==> src/rtl/barrel_rotate_pipe_if.sv <==
// Stream interface for barrel_rotate_pipe: operand issue side and result side.
// The operand producer / result consumer uses master; the rotate unit uses slave.
interface barrel_rotate_pipe_if #(
  parameter int unsigned WIDTH = 32,
  parameter int unsigned TAG_W = 4
);
  localparam int unsigned SH_W = $clog2(WIDTH);

  logic             in_valid;
  logic             in_ready;
  logic [WIDTH-1:0] in_data;
  logic [SH_W-1:0]  in_amt;
  logic [1:0]       in_op;
  logic [TAG_W-1:0] in_tag;
  logic             out_valid;
  logic             out_ready;
  logic [WIDTH-1:0] out_data;
  logic [TAG_W-1:0] out_tag;

  modport master (
    output in_valid, in_data, in_amt, in_op, in_tag, out_ready,
    input  in_ready, out_valid, out_data, out_tag
  );

  modport slave (
    input  in_valid, in_data, in_amt, in_op, in_tag, out_ready,
    output in_ready, out_valid, out_data, out_tag
  );
endinterface

==> src/rtl/barrel_rotate_pipe.sv <==
// Pipelined rotate/shift unit: stage k applies a 2^k step when amt[k] is set.
// Bubble-collapsing valid/ready pipeline; op, amt and tag travel with the data.
module barrel_rotate_pipe #(
  parameter int unsigned WIDTH = 32,
  parameter int unsigned TAG_W = 4
) (
  input  logic               clk,
  input  logic               rst_n,
  barrel_rotate_pipe_if.slave bus
);
  localparam int unsigned SH_W = $clog2(WIDTH);

  localparam logic [1:0] OP_ROL = 2'b00;
  localparam logic [1:0] OP_ROR = 2'b01;
  localparam logic [1:0] OP_SHL = 2'b10;
  localparam logic [1:0] OP_SHR = 2'b11;

  logic [SH_W-1:0]  valid_q;
  logic [WIDTH-1:0] data_q [SH_W];
  logic [TAG_W-1:0] tag_q  [SH_W];
  logic [1:0]       op_q   [SH_W];
  logic [SH_W-1:0]  amt_q  [SH_W];

  logic [SH_W:0]    load_en;

  logic [SH_W-1:0]  src_valid;
  logic [WIDTH-1:0] src_data [SH_W];
  logic [TAG_W-1:0] src_tag  [SH_W];
  logic [1:0]       src_op   [SH_W];
  logic [SH_W-1:0]  src_amt  [SH_W];
  logic [WIDTH-1:0] data_d   [SH_W];

  // A stage may load when it is empty or its content moves on this cycle.
  always_comb begin
    load_en = '0;
    load_en[SH_W] = bus.out_ready;
    for (int k = SH_W - 1; k >= 0; k--) begin
      load_en[k] = !valid_q[k] || load_en[k+1];
    end
  end

  // Stage inputs: stage 0 from the issue port, stage k from stage k-1.
  always_comb begin
    src_valid    = '0;
    src_valid[0] = bus.in_valid;
    src_data[0]  = bus.in_data;
    src_tag[0]   = bus.in_tag;
    src_op[0]    = bus.in_op;
    src_amt[0]   = bus.in_amt;
    for (int k = 1; k < SH_W; k++) begin
      src_valid[k] = valid_q[k-1];
      src_data[k]  = data_q[k-1];
      src_tag[k]   = tag_q[k-1];
      src_op[k]    = op_q[k-1];
      src_amt[k]   = amt_q[k-1];
    end
  end

  // Per-stage 2^k step; rotate-right is done directly rather than via WIDTH-amt.
  always_comb begin
    for (int k = 0; k < SH_W; k++) begin
      data_d[k] = src_data[k];
      if (src_amt[k][k]) begin
        case (src_op[k])
          OP_ROL:  data_d[k] = (src_data[k] << (1 << k)) | (src_data[k] >> (WIDTH - (1 << k)));
          OP_ROR:  data_d[k] = (src_data[k] >> (1 << k)) | (src_data[k] << (WIDTH - (1 << k)));
          OP_SHL:  data_d[k] = src_data[k] << (1 << k);
          OP_SHR:  data_d[k] = src_data[k] >> (1 << k);
          default: data_d[k] = src_data[k];
        endcase
      end
    end
  end

  always_ff @(posedge clk or negedge rst_n) begin
    if (!rst_n) begin
      valid_q <= '0;
      for (int k = 0; k < SH_W; k++) begin
        data_q[k] <= '0;
        tag_q[k]  <= '0;
        op_q[k]   <= '0;
        amt_q[k]  <= '0;
      end
    end else begin
      for (int k = 0; k < SH_W; k++) begin
        if (load_en[k]) begin
          valid_q[k] <= src_valid[k];
          data_q[k]  <= data_d[k];
          tag_q[k]   <= src_tag[k];
          op_q[k]    <= src_op[k];
          amt_q[k]   <= src_amt[k];
        end
      end
    end
  end

  assign bus.in_ready  = load_en[0];
  assign bus.out_valid = valid_q[SH_W-1];
  assign bus.out_data  = data_q[SH_W-1];
  assign bus.out_tag   = tag_q[SH_W-1];

  // The last stage's op/amt have no consumer.
  logic unused_last;
  assign unused_last = &{1'b0, op_q[SH_W-1], amt_q[SH_W-1]};
endmodule

==> src/flat_wrapper.sv <==
// flat-port wrapper written by rule: the top's interface ports become plain ports
module barrel_rotate_pipe_flat 
#(
  parameter int unsigned WIDTH = 32,
  parameter int unsigned TAG_W = 4
)
  (clk, rst_n, bus_in_valid, bus_in_data, bus_in_amt, bus_in_op, bus_in_tag, bus_out_ready, bus_in_ready, bus_out_valid, bus_out_data, bus_out_tag);
  barrel_rotate_pipe_if #(.WIDTH(WIDTH), .TAG_W(TAG_W)) bus_i ();
  input  logic clk;
  input  logic rst_n;
  input wire logic [$bits(bus_i.in_valid)-1:0] bus_in_valid;
  input wire logic [$bits(bus_i.in_data)-1:0] bus_in_data;
  input wire logic [$bits(bus_i.in_amt)-1:0] bus_in_amt;
  input wire logic [$bits(bus_i.in_op)-1:0] bus_in_op;
  input wire logic [$bits(bus_i.in_tag)-1:0] bus_in_tag;
  input wire logic [$bits(bus_i.out_ready)-1:0] bus_out_ready;
  output wire logic [$bits(bus_i.in_ready)-1:0] bus_in_ready;
  output wire logic [$bits(bus_i.out_valid)-1:0] bus_out_valid;
  output wire logic [$bits(bus_i.out_data)-1:0] bus_out_data;
  output wire logic [$bits(bus_i.out_tag)-1:0] bus_out_tag;
  assign bus_i.in_valid = bus_in_valid;
  assign bus_i.in_data = bus_in_data;
  assign bus_i.in_amt = bus_in_amt;
  assign bus_i.in_op = bus_in_op;
  assign bus_i.in_tag = bus_in_tag;
  assign bus_i.out_ready = bus_out_ready;
  assign bus_in_ready = bus_i.in_ready;
  assign bus_out_valid = bus_i.out_valid;
  assign bus_out_data = bus_i.out_data;
  assign bus_out_tag = bus_i.out_tag;
  barrel_rotate_pipe #(.WIDTH(WIDTH), .TAG_W(TAG_W)) u_core (.clk(clk), .rst_n(rst_n), .bus(bus_i));
endmodule
==> config.mk <==
export PLATFORM = sky130hd
export DESIGN_NAME = barrel_rotate_pipe_flat
export DESIGN_NICKNAME = d
export VERILOG_FILES = /design/src/rtl/barrel_rotate_pipe_if.sv /design/src/rtl/barrel_rotate_pipe.sv /design/src/flat_wrapper.sv
export SDC_FILE = /design/constraint.sdc
export NUM_CORES = 1
export LEC_CHECK = 0
export BUFFER_PORTS_ARGS = -buffer_cell sky130_fd_sc_hd__buf_2
export CORE_MARGIN = 1
export CORE_UTILIZATION = 58
export CTS_CLUSTER_DIAMETER = 80
export DETAILED_ROUTE_END_ITERATION = 10
export PLACE_DENSITY_LB_ADDON = 0.15
export RECOVER_POWER = 25
export SYNTH_ARGS = -nofsm -noshare
export SYNTH_HDL_FRONTEND = slang
export SYNTH_SLANG_ARGS = --single-unit
==> constraint.sdc <==
create_clock -name clk -period 2.3 [get_ports clk]
set_clock_uncertainty 0.15 [all_clocks]
set_input_delay 0.23 -clock clk [delete_from_list [all_inputs] [get_ports clk]]
set_output_delay 0.23 -clock clk [all_outputs]
set_load 0.05 [all_outputs]
# After elaboration in Yosys (flattened, before gate mapping)
# Cells that the tools add are included.
# Widths: inputs -> output; s select.
[op_classes] n_eq_ne=15 n_mux=10 bitwise=9 n_reduce_logical=16
[op_table] operator="$pmux 32 s4" count=4
[op_table] operator="$mux 32" count=5
[op_table] operator="$pmux 32 s3" count=1
[op_table] operator="$or 24x32->32" count=1
[op_table] operator="$or 28x32->32" count=1
[op_table] operator="$or 30x32->32" count=1
[op_table] operator="$or 31x32->32" count=1
[op_table] operator="$or 32x1->32" count=1
[op_table] operator="$or 32x16->32" count=1
[op_table] operator="$or 32x2->32" count=1
[op_table] operator="$or 32x4->32" count=1
[op_table] operator="$or 32x8->32" count=1
[op_table] operator="$eq 2x2->1 const B" count=10
[op_table] operator="$eq 2x1->1 const B" count=5
[op_table] operator="$logic_not 2->1" count=5
[op_table] operator="$logic_not 1->1" count=5
[op_table] operator="$logic_or 1x1->1" count=5
[op_table] operator="$reduce_or 2->1" count=1
[word_totals] regBits=213 inputBits=47 output_inout_bits=38 word_cells=73

# Longest topological paths before layout
[logic_depth] word_depth=6 ltp_mapped=5 mapped_depth_nobuf=4

# Worst setup path before layout
# No wires, ideal clock.
[synth_timing] path_type="reg-to-reg" from="register u_core.valid_q[4]" to="register u_core.data_q[151] in the netlist's numbering" setup_ns=0.125 arrival_ns=1.739 required_ns=2.025 setup_slack_ns=0.286 stages_incl_launch_ff=6 n_path_buf=1 synth_period_minus_slack_ns=2.014 path_cell_list="dfrtp_1 -> and4b_1 -> and3_2 -> inv_2 -> buf_6 -> mux2_4"
[synth_via] elab_chain_cells=6
[synth_lines] item="start, declared" line_no="barrel_rotate_pipe.sv:18" source="logic [SH_W-1:0] valid_q;"
[synth_lines] item="start signal, assigned by index" line_no="barrel_rotate_pipe.sv:87" source="valid_q[k] <= src_valid[k];"
[synth_lines] item="$logic_not 1->1" line_no="barrel_rotate_pipe.sv:38" source="load_en[k] = !valid_q[k] || load_en[k+1];"
[synth_lines] item="$logic_or 1x1->1 (5 in a row)" line_no="barrel_rotate_pipe.sv:38"
[synth_lines] item="net bus_in_ready" line_no="flat_wrapper.sv:17" source="output wire logic [$bits(bus_i.in_ready)-1:0] bus_in_ready;"
[synth_lines] item="end signal, assigned by index" line_no="barrel_rotate_pipe.sv:88" source="data_q[k] <= data_d[k];"
[synth_lines] item="end, declared" line_no="barrel_rotate_pipe.sv:19" source="logic [WIDTH-1:0] data_q [SH_W];"
# The timed path passes the listed nets, and every way through them passes these cells.
# A chain may end at the register's enable or synchronous reset.

# Final worst setup path
[layout_timing] from="register u_core.valid_q[4]" to="output port bus_in_ready"
[layout_via] elab_chain_cells=6
[layout_lines] item="$logic_not 1->1" line_no="barrel_rotate_pipe.sv:38"
[layout_lines] item="$logic_or 1x1->1 (5 in a row)" line_no="barrel_rotate_pipe.sv:38"
[layout_lines] item="end, declared" line_no="flat_wrapper.sv:17"
# Every way passes these cells.

==> impl_results.md <==
* Die area at around 19000 um^2
* Syn Nets at 1086
* Fmax at 455.7 MHz
* Clock tree root driver cell: clkbuf_16
* TritonRoute pass-1 iters at 8
* Num ports at 85
* Die W at 138.1 um
* Maximum VDD drop at 471.8 uV
* First-pass GRT wire length at 37140 um
* Unrepaired setup endpoints after global routing: false
* Hold slack at 0.01202 ns
* Pre-CTS WS at 0.2737 ns
* Vias in the first global route at a little over 7000
* Fraction of layout cells with a size suffix above 1 at between 20 and 25%
* Synth area leaders: dfrtp_1, mux2i_1, mux2_2
* Critical Path End Type: primary output
* Initial antenna violation count at 0
* CP startpoint kind: register
* Post-synthesis sequential area ratio at 47.29%
* Flops & latches, synth at around 200
* Critical Path AT at 1.81 ns
* Yosys top cell area share at 47.29%
* Fin crit period at 2.195 ns
* Distinct cell type count of the synthesized netlist at 31
* Row Count at 49
* Hold crit path type: in -> reg
* Core area at ~18000 um^2
* Largest net degree at the start of global routing at 74
* Period utilization at approximately 95%
* Via count at 7529
* Synth warnings at 0
* H-tree depth at 1
* Max Cap Viol at 1
* Post-synthesis cell count at 1039
* Area of the multi-input gates at 5030 um^2
* Avg Cell Area, Syn at 10.34 um^2
* Clock-pin slew on the worst setup and hold paths at 0.06 ns
* Mapped cell area at 10740 um^2
* Final Net Count at 1120
* GRT Util Overall at 23.78%
* Status: complete, but fails checks
* Final WS setup at around 0.11 ns
* Antenna viol nets, final at 0
* Fill cells at 1454
* Vert. Die Dim at ~140 um
* Least-Margin Pin Slew at between 1.5 and 2 ns
* GR Overflow Total at 0
* TritonCTS buffer count at 21
* Leak at approximately 0.0055 uW
* Clk sinks at just over 200
* Max-slew violations at 64
* Antenna diode count at 0
* Final setup fails at 0
* Critical Path RT at 1.92 ns
* Failing checks: DRC, capacitance limit, slew limit
* Pwr per Cell Area at 1121 nW/um^2
* Area Overhead vs Synth at 11.28%
* Total Wirelength at roughly 22000 um
* IO buf count at 84
* DP HPWL at 15670 um
* CTS tree: built
* Maximum clock path buffer count at 3
* Sequential Area at 5080 um^2
* Gp weighted congestion at 0.8144
* Worst skew pair latency at 0.49 ns
* Most common cell after layout, fill and taps aside: dfrtp_1
* TNS Setup at 0 ns
* Max FO, Critical Path at 11
* Detailed-route DRC error count at 19
* Vias per cell at approximately 5.7
* Slew Limit Headroom at -11.91%
* Most frequent cells in the layout: dfrtp_1, nor2_1, a21oi_1
* Initial DRC count at 518
* Area leader, netlist: dfrtp_1
* Reg2reg setup slack at 0.34 ns
* WL/cell at 16.72 um
* Initial Util at roughly 60%
* Final Hold Viols at 0
* Setup CP Type: reg -> out
## synth_stat cells
library cell / number
mux2_4: 38
o21ai_0: 33
a21boi_2: 1
a21o_1: 44
buf_1: 10
inv_2: 1
and4b_1: 1
and3b_1: 1
clkinv_1: 1
nor2_1: 146
buf_2: 29
nand3b_1: 8
or2_2: 1
dfrtp_1: 203
nor2b_1: 33
and3_2: 1
buf_6: 4
nand2b_1: 13
inv_1: 2
clkbuf_1: 39
mux2i_1: 98
a211oi_1: 40
a31oi_1: 22
buf_4: 33
mux2_2: 57
a221oi_1: 20
nand2_1: 43
or3b_2: 3
a21oi_1: 106
o31ai_1: 4
a311oi_1: 4
## stage by stage
step	power [uW]	area, um^2	cells	util [%]
2_1_floorplan	9395	10740	1039	-
3_3_place_gp	10200	11220	1267	62.01
3_5_place_dp	10330	11220	1267	62.01
4_1_cts	13510	11970	1313	66.17
5_1_grt	14200	11950	1313	66.09
6_report	13400	11950	1313	66.09
## registers in the layout, indices dropped and copies added (netlist names)
register             flops
u_core.bus.out_data     32
u_core.bus.out_tag       4
u_core.amt_q            10
u_core.data_q          128
u_core.op_q              8
u_core.valid_q           5
u_core.src_tag          16
## power by group
group | leakage, uW | switching, uW | total (uW) | internal, uW
clock | 0.000310 | 1280 | 3110 | 1830
sequential | 0.00233 | 1030 | 5690 | 4660
combinational | 0.00290 | 2760 | 4600 | 1840
total | 0.00554 | 5070 | 13400 | 8330
## repair_timing
action,CTS,global route
pin swaps,0,0
endpoints found under the hold margin,74,0
buffers inserted,0,0
cloned,0,0
hold buffers,12,0
gates resized for setup,2,1
endpoints found under the setup margin,1,1
## cells by family (layout without fill, tap and decap cells)
| group | count (synthesis) | after routing | synth area share, % |
|---|---|---|---|
| compound gates | 274 | 274 | 15.97 |
| simple gates | 250 | 250 | 10.39 |
| flops | 203 | 203 | 47.29 |
| mux | 193 | 193 | 20.42 |
| buf+inv | 119 | 164 | 5.929 |
## final timing paths
| path | endpoint | cells past startpoint | start |
|---|---|---|---|
| worst max register to register | u_core.data_q[141] | 5 | u_core.valid_q[4] |
| worst min register to register | u_core.src_tag[3] | 2 | u_core.src_tag[3] |
| min in group asynchronous | u_core.bus.out_data[5] | 2 | rst_n |
| worst min-delay path | u_core.data_q[153] | 4 | bus_in_data[25] |
| worst max-delay path | bus_in_ready | 4 | u_core.valid_q[4] |
| max in group asynchronous | u_core.src_tag[3] | 3 | rst_n |
## area by class of cell
class / count / area share, %
clock buffer: 32 / 5.161
clock inverter: 2 / 0.08374
inverter: 4 / 0.1466
multi-input combinational: 717 / 42.08
sequential: 203 / 42.50
tap: 229 / 2.397
timing repair buffer: 126 / 7.631
## critical path, stage by stage (launching register included)
cell and delay [ns]:
dfrtp_1 0.41, and4b_2 0.27, and3_2 0.27, inv_4 0.18
buf_6 0.19
## routing by layer
metal | part of all wire [%] | vias to the layer above | global-route usage (%)
li1 | - | 3740 | -
met1 | 45 | 3618 | 31.96
met2 | 49 | 139 | 40.76
met3 | 3.1 | 32 | 2.806
met4 | 2.0 | 0 | 6.978
met5 | 0 | - | 0
No activity file was read; power rests on OpenSTA's default activity.
